<file path="src/rtl/wallace_mult_pipe.sv">
// Pipelined Wallace-tree multiplier (signed/unsigned per op) with a valid/ready stream
// interface. The 3:2 reduction levels are spread over the leading stages; the last stage does the CPA.
module wallace_mult_pipe #(
  parameter int WIDTH  = 32,
  parameter int STAGES = 3,
  parameter int TAG_W  = 4
) (
  input  logic               clk,
  input  logic               rst_n,
  input  logic               in_valid,
  output logic               in_ready,
  input  logic [WIDTH-1:0]   in_a,
  input  logic [WIDTH-1:0]   in_b,
  input  logic               in_signed,
  input  logic [TAG_W-1:0]   in_tag,
  output logic               out_valid,
  input  logic               out_ready,
  output logic [2*WIDTH-1:0] out_product,
  output logic [TAG_W-1:0]   out_tag
);
  localparam int PW = 2 * WIDTH;
  localparam int R  = WIDTH + 1;

  // Rows remaining after lvl word-level 3:2 levels (WIDTH partial products + constant row).
  function automatic int rows_at(input int lvl);
    int n;
    n = WIDTH + 1;
    for (int k = 0; k < lvl; k++) n = 2 * (n / 3) + n % 3;
    return n;
  endfunction

  function automatic int num_levels(input int w);
    int n;
    int l;
    n = w + 1;
    l = 0;
    while (n > 2) begin
      n = 2 * (n / 3) + n % 3;
      l++;
    end
    return l;
  endfunction

  localparam int L = num_levels(WIDTH);
  localparam int T = STAGES - 1;

  // Stage whose register captures the rows of level lvl; 0 when that level is not registered.
  function automatic int reg_stage(input int lvl);
    int e;
    e = 0;
    for (int s = 1; s <= T; s++) begin
      e += L / (T > 0 ? T : 1) + ((s <= L % (T > 0 ? T : 1)) ? 1 : 0);
      if (e == lvl) return s;
    end
    return 0;
  endfunction

  logic                      stall;
  logic                      accept;
  logic [STAGES:1]           valid_q, valid_d;
  logic [TAG_W-1:0]          tag_q [1:STAGES];
  logic [TAG_W-1:0]          tag_d [1:STAGES];
  logic [PW-1:0]             product_q, product_d;
  logic [PW-1:0]             bw_const;
  logic [R-1:0][PW-1:0]      lvl_out [0:L];
  logic [R-1:0][PW-1:0]      lvl_in  [0:L];

  assign stall       = valid_q[STAGES] && !out_ready;
  assign in_ready    = !stall;
  assign accept      = in_valid && !stall;
  assign out_valid   = valid_q[STAGES];
  assign out_product = product_q;
  assign out_tag     = tag_q[STAGES];

  genvar gi, gr;
  generate
    // Baugh-Wooley: terms mixing exactly one operand MSB are inverted in signed mode.
    for (gi = 0; gi < WIDTH; gi++) begin : g_pp
      logic [PW-1:0] pp_row;
      always_comb begin
        pp_row = '0;
        for (int j = 0; j < WIDTH; j++) begin
          pp_row[gi + j] = (in_a[j] & in_b[gi]) ^ (in_signed & ((gi == WIDTH - 1) != (j == WIDTH - 1)));
        end
      end
      assign lvl_out[0][gi] = pp_row;
    end
  endgenerate

  always_comb begin
    bw_const           = '0;
    bw_const[WIDTH]    = in_signed;
    bw_const[PW - 1]   = in_signed;
  end
  assign lvl_out[0][WIDTH] = bw_const;

  generate
    for (gi = 0; gi <= L; gi++) begin : g_lvl
      if (reg_stage(gi) != 0) begin : g_reg
        logic [R-1:0][PW-1:0] rows_q, rows_d;
        always_comb begin
          rows_d = rows_q;
          if (!stall) rows_d = lvl_out[gi];
        end
        always_ff @(posedge clk or negedge rst_n) begin
          if (!rst_n) rows_q <= '0;
          else        rows_q <= rows_d;
        end
        assign lvl_in[gi] = rows_q;
      end else begin : g_pass
        assign lvl_in[gi] = lvl_out[gi];
      end

      if (gi < L) begin : g_csa
        localparam int N  = rows_at(gi);
        localparam int G  = N / 3;
        localparam int NN = rows_at(gi + 1);
        for (gr = 0; gr < R; gr++) begin : g_row
          if (gr < 2 * G) begin : g_add
            logic [PW-1:0] x, y, z, maj;
            assign x   = lvl_in[gi][3 * (gr / 2)];
            assign y   = lvl_in[gi][3 * (gr / 2) + 1];
            assign z   = lvl_in[gi][3 * (gr / 2) + 2];
            assign maj = (x & y) | (x & z) | (y & z);
            if (gr % 2 == 0) begin : g_sum
              assign lvl_out[gi + 1][gr] = x ^ y ^ z;
            end else begin : g_cy
              // Carry out of the top bit is dropped: the product is modulo 2^PW.
              assign lvl_out[gi + 1][gr] = {maj[PW-2:0], 1'b0};
            end
          end else if (gr < NN) begin : g_copy
            assign lvl_out[gi + 1][gr] = lvl_in[gi][gr + G];
          end else begin : g_zero
            assign lvl_out[gi + 1][gr] = '0;
          end
        end
      end
    end
  endgenerate

  always_comb begin
    valid_d   = valid_q;
    tag_d     = tag_q;
    product_d = product_q;
    if (!stall) begin
      valid_d[1] = accept;
      for (int s = 2; s <= STAGES; s++) valid_d[s] = valid_q[s - 1];
      if (accept) tag_d[1] = in_tag;
      for (int s = 2; s <= STAGES; s++) begin
        if (valid_q[s - 1]) tag_d[s] = tag_q[s - 1];
      end
      // Output only updates for a real op so it holds across bubbles.
      if (valid_d[STAGES]) product_d = lvl_in[L][0] + lvl_in[L][1];
    end
  end

  always_ff @(posedge clk or negedge rst_n) begin
    if (!rst_n) begin
      valid_q   <= '0;
      product_q <= '0;
      for (int s = 1; s <= STAGES; s++) tag_q[s] <= '0;
    end else begin
      valid_q   <= valid_d;
      product_q <= product_d;
      tag_q     <= tag_d;
    end
  end
endmodule
</file>
<file path="config.mk">
export PLATFORM = sky130hd
export DESIGN_NAME = wallace_mult_pipe
export DESIGN_NICKNAME = d
export VERILOG_FILES = /design/src/rtl/wallace_mult_pipe.sv
export SDC_FILE = /design/constraint.sdc
export NUM_CORES = 2
export LEC_CHECK = 0
export CAP_MARGIN = 40
export CELL_PAD_IN_SITES_DETAIL_PLACEMENT = 0
export CELL_PAD_IN_SITES_GLOBAL_PLACEMENT = 2
export CORE_MARGIN = 4
export CORE_UTILIZATION = 44
export CTS_CLUSTER_SIZE = 20
export DETAILED_ROUTE_END_ITERATION = 8
export GPL_TIMING_DRIVEN = 1
export PLACE_DENSITY_LB_ADDON = 0.3
export SLEW_MARGIN = 20
export SYNTH_ARGS = -nofsm -noshare
export SYNTH_HDL_FRONTEND = slang
export SYNTH_SLANG_ARGS = --single-unit
</file>
<file path="constraint.sdc">
create_clock -name clk -period 4.9 [get_ports clk]
set_input_delay 1.47 -clock clk [delete_from_list [all_inputs] [get_ports clk]]
set_output_delay 1.47 -clock clk [all_outputs]
set_load 0.1 [all_outputs]
</file>
# == After elaboration in Yosys (flattened, before gate mapping) ==
# Cells that the tools add are included.
# op_classes
reduce_logical,7
add_sub_neg,1
bitwise,1304
# ops
op,count
bitwise AND 63 bit,60
bitwise OR 63 bit,52
bitwise XOR 64 bit,40
bitwise AND 1 bit,1024
adder 64 bit,1
bitwise XOR 63 x 64 -> 64 bit,1
bitwise AND 62 x 63 -> 63 bit,1
bitwise AND 63 x 33 -> 63 bit,1
bitwise OR 63 x 34 -> 63 bit,1
bitwise OR 63 x 37 -> 63 bit,1
bitwise OR 63 x 40 -> 63 bit,1
bitwise OR 63 x 43 -> 63 bit,1
bitwise OR 63 x 46 -> 63 bit,1
bitwise OR 63 x 49 -> 63 bit,1
bitwise OR 63 x 52 -> 63 bit,1
bitwise OR 63 x 55 -> 63 bit,1
bitwise OR 63 x 58 -> 63 bit,1
bitwise OR 63 x 61 -> 63 bit,1
bitwise XOR 62 x 63 -> 63 bit,1
bitwise AND 62 x 33 -> 62 bit,1
bitwise XOR 1 bit,62
bitwise AND 59 x 61 -> 61 bit,1
bitwise AND 60 x 61 -> 61 bit,1
bitwise XOR 60 x 61 -> 61 bit,1
51 further kinds,55
# word_totals
reg_bits,650
in_bits,73
wordCells,1326
output_inout_bits,70

# == Longest topological paths before layout ==
# depth
ltp_word,14
depth_mapped,12
ltp_nobuf,12

# == Worst setup path before layout ==
# Ideal clock, no wire load.
# synth_path
path_type,input to register
from,in in_signed
to,"reg g_lvl[4].g_reg.rows_q, in the netlist g_lvl[4].g_csa.g_row[2].g_add.y[58]"
cell_stages,10
t_required_ns,4.835
n_path_buf,2
setup_ns,0.065
path_slack_ns,0.362
arrival_time_ns,4.473
cell_sequence,clkbuf_1 > buf_1 > xor2_1 > fa_1 > fa_1 > inv_1 > fa_1 > fa_1 > nand2_1 > nand2_1
# synth_rtl
element,line,rtl
start: declaration,14,"input logic in_signed,"
end signal: assignment,107,else rows_q <= rows_d;
end: declaration,100,"logic [R-1:0][PW-1:0] rows_q, rows_d;"

==> results.py <==
metrics = {
    "run_status": {
        "status": "complete, no violations",
    },
    "worst_hold_path": {
        "hold_depth": 2,
        "min_to": "g_lvl[4].g_csa.g_row[0].g_add.x[2]$_DFFE_PN0N_",
        "hold_path.class": "reg2reg",
        "hp-start": "g_lvl[4].g_csa.g_row[0].g_add.x[2]$_DFFE_PN0N_",
    },
    "global_route": {
        "antenna_found_initial": 0,
        "track_usage": 0.250,
        "grt_pass1_wl_microns": 235000,
        "gr-total-overflow": 0,
        "grt_start_max_net_pins": 167,
        "grt_pass1_vias": 38600,
    },
    "sta": {
        "slew_headroom": 0.355,
        "fin_crit_ns": 4.23,
        "timing.fmax_ghz": 0.236,
        "fin_tns_setup_ns": 0,
        "worst_slack_ns": 0.666,
        "worst_slew_pin_slew_ns": 0.967,
        "final.period_utilization": 0.864,
        "slew_viol_final": 0,
        "holdWs_ns": 0.466,
        "rsz0062_at_grt": "no",
        "hold_viol": 0,
        "setup_viol": 0,
        "clock_skew_ns": 0.0254,
    },
    "floorplanning": {
        "die_h_microns": 347,
        "die_x_microns": 347,
        "dieArea_sq_mm": 0.121,
        "start_util": 0.443,
        "rows": 124,
        "ios": 143,
        "core_sq_mm": 0.114,
    },
    "logic_synthesis": {
        "syn_area_per_cell_sq_um": 9.00,
        "synth_top_area_frac": 0.358,
        "ys_seq_area_frac": 0.234,
        "synth_cell_type_count": 62,
        "syn_area_sq_mm": 0.0507,
        "ys.flop_type": "dfrtp_1",
        "yosysMostFrequentCell": "nand2_1",
        "syn_inst": 5626,
        "synth-async-reset-ratio": 1.00,
        "synth_top_area_cell": "fa_1",
        "synth_nets": 6852,
        "yosys-top-cells-count": "nand2_1, fa_1, inv_1",
        "ys_seq_elements": 473,
        "synth_edf_count": 0,
        "ys_top_cells_by_area": "fa_1, dfrtp_1, nand2_1",
        "yosys_warnings": 0,
    },
    "clocking": {
        "clk_pin_slew_ns": 0.06,
        "cts_tree": "yes",
        "cts-resized-gates": 0,
        "hold_buffers": 0,
        "cts-root-buf": "clkbuf_16",
        "insertion_delay_ns": 0.66,
        "cts_htree_levels": 2,
        "postCtsSetupRepairBufs": 0,
        "cts_sinks": 473,
        "cts_buffers": 59,
        "clockBufferDepth": 3,
    },
    "setup_path": {
        "worstReg2RegStart": "g_lvl[8].g_reg.rows_q[24]$_DFFE_PN0N_",
        "crit_required_ns": 5.49,
        "cp-end-kind": "flop",
        "crit_type": "in2reg",
        "reg2reg_slack_ns": 1.55,
        "start_kind": "input pin",
        "r2r-end": "out_product[56]$_DFFE_PN0P_",
        "crit_fanout": 4,
        "crit_start": "in_a[31]",
        "cp_data_arrival_time_ns": 4.82,
        "reg2regPathDepth": 10,
    },
    "final_layout": {
        "stdcell_area_sq_mm": 0.0581,
        "antenna_cells": 0,
        "layout.nets": 6922,
        "post-route-util": 0.508,
        "fin_cells": 7256,
        "drive_gt1_frac": 0.0573,
        "area_growth_pct": 14.6,
    },
    "placement": {
        "gp_congestion": 0.857,
        "placed_area_sq_mm": 0.0559,
        "portBuffers": 142,
        "place_hpwl_microns": 111000,
        "placed_cells": 7145,
        "dpl_worst_slack_ns": 0.0264,
    },
    "power": {
        "vdd_drop_max_mv": 0.403,
        "p_leak_nw": 29.2,
        "total_power_mw": 37.7,
        "p_per_area_mw_per_mm2": 649,
    },
    "flow_run": {
        "maxCapViolations": 0,
    },
    "routing": {
        "routed_wl_microns": 147000,
        "vias": 36400,
        "drcViolationCount": 0,
        "postRouteAntennaNets": 0,
        "viasPerCell": 5.02,
        "drt_iter0_markers": 2800,
        "dr.pass1.iters": 5,
        "routedWlPerCell_microns": 20.3,
    },
}
where the power goes:
part / total, mW / internal [mW] / switching [mW]
Combinational: 25.9 / 10.3 / 15.6
Sequential: 7.13 / 5.82 / 1.30
Clock: 4.69 / 2.77 / 1.92
Total: 37.7 / 18.8 / 18.8
placed cells by master, fill, tap and decap left out, types with 8 or more instances in the layout:
cell             count
clkbuf_8            10
o211ai_1             9
o21ai_0             85
dfrtp_1            473
nand3_1             32
buf_12              83
buf_4               48
clkinvlp_4           9
ha_1               246
buf_16              15
nand4_1             17
clkbuf_16           60
buf_8               57
and2_1             437
nor3_1              13
nand2_1           1854
mux2_2               9
o21bai_1             8
clkdlybuf4s50_1    139
xor2_1              33
inv_1              843
nor2_1              53
xnor2_1             77
nand2b_1            10
a21oi_1             74
fa_1               907
a21o_1              28
clkinv_2            14
layer usage:
metal / up-vias / part of all wire / GRT usage
met5: - / 0 / 0
met4: 0 / 0.015 / 0.0397
met3: 132 / 0.081 / 0.0586
li1: 16700 / - / -
met1: 18600 / 0.51 / 0.405
met2: 1064 / 0.40 / 0.344
logic make-up after synthesis:
kind of cell    count (synthesis)  share of synthesized area
xor+xnor                      110                     0.0190
buf+inv                      1177                     0.0876
compound gates                258                     0.0312
fa+ha+maj                    1153                      0.419
mux                             9                    0.00200
flops                         473                      0.234
simple gates                 2446                      0.207
cell type report:
cell class / count / area, sq um
fillers: 10700 / 56300
flip-flops and latches: 473 / 11800
clock inverters: 34 / 415
inverters: 844 / 3180
repair buffers: 342 / 4680
well taps: 1512 / 1890
multi-input cells: 3976 / 34400
clock buffers: 75 / 1660
state kept, by name (all words and copies together) (netlist names):
name and cells:
g_lvl.g_csa.g_row.g_add.x 83, g_lvl.g_csa.g_row.g_add.y 79, g_lvl.g_csa.g_row.g_add.z 113, g_lvl.g_reg.rows_q 119
out_product 64, out_tag 4, tag_q 8, valid_q 3
critical path, stage by stage:
cell and delay [ns]:
clkdlybuf4s50_1 0.59, buf_12 0.22, buf_4 0.14, nand2_1 0.07, xor2_1 0.27, fa_1 0.49
fa_1 0.41, fa_1 0.49, inv_1 0.05, fa_1 0.47, nand2_1 0.04, nand2_1 0.09
how the worst max path moves through the flow:
stage / slack, ns / endpoint / depth (start not counted)
final: 0.67 / g_lvl[4].g_csa.g_row[2].g_add.y[50]$_DFFE_PN0N_ / 12
after global routing: 0.58 / g_lvl[4].g_csa.g_row[2].g_add.y[50]$_DFFE_PN0N_ / 12
after CTS: 0.74 / g_lvl[4].g_csa.g_row[2].g_add.y[50]$_DFFE_PN0N_ / 12
after detailed placement: 0.03 / g_lvl[4].g_csa.g_row[0].g_add.x[36]$_DFFE_PN0N_ / 11
after global placement: 0.02 / g_lvl[4].g_csa.g_row[2].g_add.y[50]$_DFFE_PN0N_ / 12
after floorplan: 0.36 / g_lvl[4].g_csa.g_row[2].g_add.y[58]$_DFFE_PN0N_ / 10
Power figures use the tool's default switching activity.
